--- config.mk ---
export PLATFORM = sky130hd
export DESIGN_NAME = arbiter2n1_24bit
export DESIGN_NICKNAME = d
export VERILOG_FILES = /design/src/rtl/cpu24_pkg.sv /design/src/rtl/out_stage_24bit.sv /design/src/rtl/arbiter2n1_24bit.sv
export SDC_FILE = /design/constraint.sdc
export NUM_CORES = 1
export LEC_CHECK = 0
export BUFFER_PORTS_ARGS = -buffer_cell sky130_fd_sc_hd__buf_2
export CAP_MARGIN = 20
export CORE_AREA = 2 2 86 67
export DETAILED_ROUTE_END_ITERATION = 10
export DIE_AREA = 0 0 88 69
export GPL_ROUTABILITY_DRIVEN = 0
export GPL_TIMING_DRIVEN = 0
export SKIP_CTS_REPAIR_TIMING = 1
export SYNTH_ARGS = -nofsm -noshare
export SYNTH_HDL_FRONTEND = slang
export SYNTH_SLANG_ARGS = --single-unit
--- constraint.sdc ---
create_clock -name clk -period 2 [get_ports clk]
set_input_delay 0 -clock clk [delete_from_list [all_inputs] [get_ports clk]]
set_output_delay 0 -clock clk [all_outputs]
set_load 0.1 [all_outputs]
--- src/rtl/cpu24_pkg.sv ---
// ----------------------------------------------------------------------------
// cpu24_pkg
// Shared definitions for the 24-bit datapath blocks.
//   WORD_W      : native data word width
//   arb_state_e : state encoding of the two-requester round-robin arbiter
// ----------------------------------------------------------------------------
package cpu24_pkg;

    localparam int WORD_W = 24;

    typedef enum logic [1:0] {
        IDLE = 2'd0,
        OWN0 = 2'd1,
        OWN1 = 2'd2
    } arb_state_e;

endpackage : cpu24_pkg

--- src/rtl/out_stage_24bit.sv ---
// ----------------------------------------------------------------------------
// out_stage_24bit
// One-entry valid/ready output register. It selects the owner's word
// (sel_i ? req1_data_i : req0_data_i) and loads it when load_i is high.
// Otherwise it clears valid once the consumer takes the word, or holds.
// Ports:
//   clk, rst_n      : clock, asynchronous active-low reset
//   load_i          : a beat is accepted this cycle
//   sel_i           : current owner, picks the source word
//   req0_data_i     : requester 0 word
//   req1_data_i     : requester 1 word
//   out_ready_i     : consumer ready
//   out_valid_o     : buffered word present
//   out_data_o      : buffered word
// ----------------------------------------------------------------------------
module out_stage_24bit
    import cpu24_pkg::*;
#(
    parameter int WIDTH = WORD_W
) (
    input  logic             clk,
    input  logic             rst_n,
    input  logic             load_i,
    input  logic             sel_i,
    input  logic [WIDTH-1:0] req0_data_i,
    input  logic [WIDTH-1:0] req1_data_i,
    input  logic             out_ready_i,
    output logic             out_valid_o,
    output logic [WIDTH-1:0] out_data_o
);

    logic             valid_q, valid_d;
    logic [WIDTH-1:0] data_q,  data_d;

    always_comb begin
        valid_d = valid_q;
        data_d  = data_q;
        if (load_i) begin
            valid_d = 1'b1;
            data_d  = sel_i ? req1_data_i : req0_data_i;
        end else if (valid_q && out_ready_i) begin
            // Word taken and nothing new: drop valid, keep the last data visible.
            valid_d = 1'b0;
        end
    end

    always_ff @(posedge clk or negedge rst_n) begin
        if (!rst_n) begin
            valid_q <= 1'b0;
            data_q  <= '0;
        end else begin
            valid_q <= valid_d;
            data_q  <= data_d;
        end
    end

    assign out_valid_o = valid_q;
    assign out_data_o  = data_q;

endmodule : out_stage_24bit

--- src/rtl/arbiter2n1_24bit.sv ---
// ----------------------------------------------------------------------------
// arbiter2n1_24bit
// Round-robin arbiter sharing one 24-bit write path between two requesters.
// The grant is registered; the winning word is buffered in a one-entry
// valid/ready output stage. An owner keeps the grant for at most MAX_HOLD
// consecutive beats while the other requester waits.
// Ports:
//   clk, rst_n                  : clock, asynchronous active-low reset
//   req0_valid_i/data_i/ready_o : requester 0 handshake
//   req1_valid_i/data_i/ready_o : requester 1 handshake
//   out_valid_o/data_o/ready_i  : consumer handshake
//   sel_o                       : current owner (1 = requester 1)
//   busy_o                      : arbiter owns a requester (not IDLE)
// ----------------------------------------------------------------------------
module arbiter2n1_24bit
    import cpu24_pkg::*;
#(
    parameter int WIDTH    = WORD_W,
    parameter int MAX_HOLD = 4
) (
    input  logic             clk,
    input  logic             rst_n,
    input  logic             req0_valid_i,
    input  logic [WIDTH-1:0] req0_data_i,
    output logic             req0_ready_o,
    input  logic             req1_valid_i,
    input  logic [WIDTH-1:0] req1_data_i,
    output logic             req1_ready_o,
    output logic             out_valid_o,
    output logic [WIDTH-1:0] out_data_o,
    input  logic             out_ready_i,
    output logic             sel_o,
    output logic             busy_o
);

    localparam int              CNT_W    = $clog2(MAX_HOLD + 1);
    localparam logic [CNT_W:0]  HOLD_LIM = (CNT_W+1)'(MAX_HOLD);
    localparam logic [CNT_W-1:0] CNT_SAT = CNT_W'(MAX_HOLD);

    arb_state_e       state_q, state_d;
    logic [CNT_W-1:0] count_q, count_d;
    logic             last_grant_q, last_grant_d;
    logic             sel_q, sel_d;

    logic             own_is1;
    logic             own_valid;
    logic             oth_valid;
    logic             path_free;
    logic             accept;
    logic             hold_done;
    logic             out_valid;

    assign own_is1   = (state_q == OWN1);
    assign own_valid = own_is1 ? req1_valid_i : req0_valid_i;
    assign oth_valid = own_is1 ? req0_valid_i : req1_valid_i;
    assign path_free = !out_valid || out_ready_i;
    // ">=" rather than "==" so a count saturated during a solo run still
    // hands over as soon as the other requester shows up.
    assign hold_done = ({1'b0, count_q} + (CNT_W+1)'(1)) >= HOLD_LIM;

    always_comb begin
        state_d      = state_q;
        count_d      = count_q;
        last_grant_d = last_grant_q;
        sel_d        = sel_q;
        req0_ready_o = 1'b0;
        req1_ready_o = 1'b0;
        accept       = 1'b0;
        case (state_q)
            IDLE: begin
                if (req0_valid_i && req1_valid_i) begin
                    state_d = last_grant_q ? OWN0 : OWN1;
                    sel_d   = !last_grant_q;
                end else if (req0_valid_i) begin
                    state_d = OWN0;
                    sel_d   = 1'b0;
                end else if (req1_valid_i) begin
                    state_d = OWN1;
                    sel_d   = 1'b1;
                end
            end
            OWN0, OWN1: begin
                req0_ready_o = !own_is1 && path_free;
                req1_ready_o =  own_is1 && path_free;
                accept       = own_valid && path_free;
                if ((accept && oth_valid && hold_done) || (!own_valid && oth_valid)) begin
                    state_d      = own_is1 ? OWN0 : OWN1;
                    sel_d        = !own_is1;
                    last_grant_d = own_is1;
                    count_d      = '0;
                end else if (!own_valid) begin
                    // Nobody requesting: go idle, Sel keeps its last value.
                    state_d      = IDLE;
                    last_grant_d = own_is1;
                    count_d      = '0;
                end else if (accept && (count_q != CNT_SAT)) begin
                    count_d = count_q + CNT_W'(1);
                end
            end
            default: begin
                state_d = IDLE;
                count_d = '0;
            end
        endcase
    end

    always_ff @(posedge clk or negedge rst_n) begin
        if (!rst_n) begin
            state_q      <= IDLE;
            count_q      <= '0;
            last_grant_q <= 1'b1;
            sel_q        <= 1'b0;
        end else begin
            state_q      <= state_d;
            count_q      <= count_d;
            last_grant_q <= last_grant_d;
            sel_q        <= sel_d;
        end
    end

    out_stage_24bit #(
        .WIDTH (WIDTH)
    ) u_out_stage (
        .clk         (clk),
        .rst_n       (rst_n),
        .load_i      (accept),
        .sel_i       (sel_q),
        .req0_data_i (req0_data_i),
        .req1_data_i (req1_data_i),
        .out_ready_i (out_ready_i),
        .out_valid_o (out_valid),
        .out_data_o  (out_data_o)
    );

    assign out_valid_o = out_valid;
    assign sel_o       = sel_q;
    assign busy_o      = (state_q != IDLE);

endmodule : arbiter2n1_24bit

==> flow_summary.toml <==
[timing]
final_max_slew_viol_count = 0
fmax_ghz = 0.516
setup_slack_ns = 0.0618
relSlewSlack_pct = 50.0
fin_skew_ns = 0.00234
timing.final.crit_share_pct = 96.9
grt_setup_unrepaired = "true"
period_needed_ns = 1.94
fin_hold_ws_ns = -0.00433
setup_violations = 0
worst_slew_pin_slew_ns = 0.751
final_hold_viol_count = 3

[critical_path]
timing.rr.start = "count_q[1]"
startpoint = "count_q[1]"
arrival_ns = 2.10
worstPathRequired_ns = 2.16
criticalPathCategory = "flop to flop"
cp-end-kind = "flop"
reg2reg_depth = 6
crit_chain = "ha_2 > a21boi_1 > a211o_1 > o31a_1 > a21o_1 > mux2_2"
cp_slowest_cell = "dfrtp_1"
cp_max_fo = 4
critPathMaxStageDelay_ns = 0.40
start_kind = "flop"

[detailed_routing]
wl_um = 4440
drcViolationCount = 0
drt_first_pass_iters = 4
viasPerCell = 4.65
wl_per_cell_um = 12.8
drt_iter0_drc = 34
num_vias = 1614
antenna_left = 0

[placed_design]
dp_hpwl_um = 3320
port_buffers = 79
dp.cells = 336
pre_cts_ws_ns = -0.126
placed_cell_area_mm2 = 0.00229

[synth]
synth_top_area_share_pct = 43.7
synth_cell_types = 37
synth.yosys.seq_area_share_pct = 45.1
ys_ff_latch = 32
syn_nets = 241
synth_area_mm2 = 0.00178
syn_inst = 182
yosys-top-cells-area = "dfrtp_1 44%, mux2i_1 15%, o21ai_1 6.8%"
yosysWarningCount = 0
synth.avg_cell_area_um2 = 9.76
synth_top_area_cell = "dfrtp_1"

[global_route]
grt_max_degree = 33
grt-ovfl-total = 0
grt_pass1_wl_um = 7460
antenna_found_initial = 0
first_global_vias = 1635
grt_usage_pct = 15.3

[clock_network]
clk_latency_ns = 0.27
clk_pin_slew_ns = 0.07
cts-buffers-inserted = 5
cts_tree = "yes"
clk_path_buf_depth = 2
htree_levels = 2
clockRootBuffer = "clkbuf_8"
clock_sinks = 32

[flow_run]
drv_cap = 0

[run_status]
status = "complete, but fails checks"
violations = "negative hold slack"

[final_layout]
fillerInstances = 524
drive_above_1_share_pct = 42.3
regArea_um2 = 803
layout_common_cells = "83 x buf_2, 30 x dfrtp_1, 28 x nand2_1, 25 x mux2i_1, 24 x o21ai_1"
multi_input_area_um2 = 965
layout.cells.non_filler = 347
area_growth_syn_to_layout_pct = 40.0
num-nets-final = 330
utilization_pct = 47.8
final_common_cell = "buf_2"
fin_area_mm2 = 0.00249
diodes = 0

[floorplanning]
die_y_um = 69
dieArea_mm2 = 0.00607
die_w_um = 88
rows = 23
start_util_pct = 34.1
io_pins = 82
core_mm2 = 0.00521

[worst_hold_path]
min_path_cells = 3
hold_path_class = "input port to flop"
min_from = "req0_data_i[19]"
worst max-delay path: cells and delay by family, from the launching register on:
kind	cells	cell delay [ns]
adder cells (fa/ha/maj)	1	0.21
AO/OA/AOI/OAI	4	0.98
multiplexers	1	0.25
flip-flops	1	0.40
final timing paths:
kind,endpoint,slack (ns)
worst max-delay path,count_q[0],0.06
worst min-delay path,u_out_stage.out_data_o[19],-0.004
worst max register to register,count_q[0],0.06
worst min register to register,u_out_stage.out_data_o[23],0.48
max in group asynchronous,u_out_stage.out_valid_o,1.14
min in group asynchronous,u_out_stage.out_data_o[5],0.34
Yosys cell counts, drive strengths merged:
master / number
a2111oi: 1
a211o: 1
a211oi: 1
a21boi: 1
a21o: 2
a21oi: 3
a22o: 2
a2bb2oi: 1
a311o: 1
and2: 2
and2b: 2
buf: 7
clkbuf: 4
dfrtp: 31
dfstp: 1
ha: 6
inv: 7
mux2: 3
mux2i: 26
nand2: 28
nand2b: 3
nand3: 2
nand3b: 2
nor2: 5
nor2b: 1
nor3: 2
nor3b: 1
nor4b: 1
o2111ai: 1
o211ai: 1
o21a: 1
o21ai: 29
o31a: 2
or4: 1
stage by stage:
stage | hold WS, ns | TNS (ns)
floorplan | -0.296 | 0
global placement | 0.108 | -2.45
detailed placement | 0.108 | -3.01
CTS | -0.186 | -3.86
global route | 0.0117 | -0.00431
finish | -0.00433 | 0
routing by layer:
layer	up-vias	track usage, %	wire (um)
met5	-	0	0
met4	0	2.56	9
met3	2	3.83	256
met2	52	24.9	1980
met1	740	20.9	2200
li1	820	-	-
flip-flops by register name (all words and copies together), names as in the netlist:
register,flops
count_q,3
sel_o,1
u_out_stage.out_valid_o,1
u_out_stage.out_data_o,24
state_q,2
last_grant_q,1
kinds of logic (layout without fill, tap and decap cells):
logic type | Yosys count | count (layout) | synth area share, %
AOI/OAI and AO/OA | 47 | 47 | 16.1
buffers and inverters | 18 | 108 | 4.30
and+or+nand+nor | 50 | 50 | 13.7
adders and majority gates | 6 | 6 | 4.23
muxes | 29 | 29 | 16.5
DFF | 32 | 32 | 45.1
cell type report:
cell class / count / share of cell area, %
sequential: 32 / 32.3
tap: 75 / 3.77
clock inverter: 2 / 1.41
multi-input combinational: 132 / 38.8
clock buffer: 6 / 2.92
timing repair buffer: 83 / 17.2
inverter: 7 / 1.21
buffer: 10 / 2.41
Power is left out: the tool's default activity adds up to more than one toggle a clock period on the data nets, which glitch-free logic cannot reach.
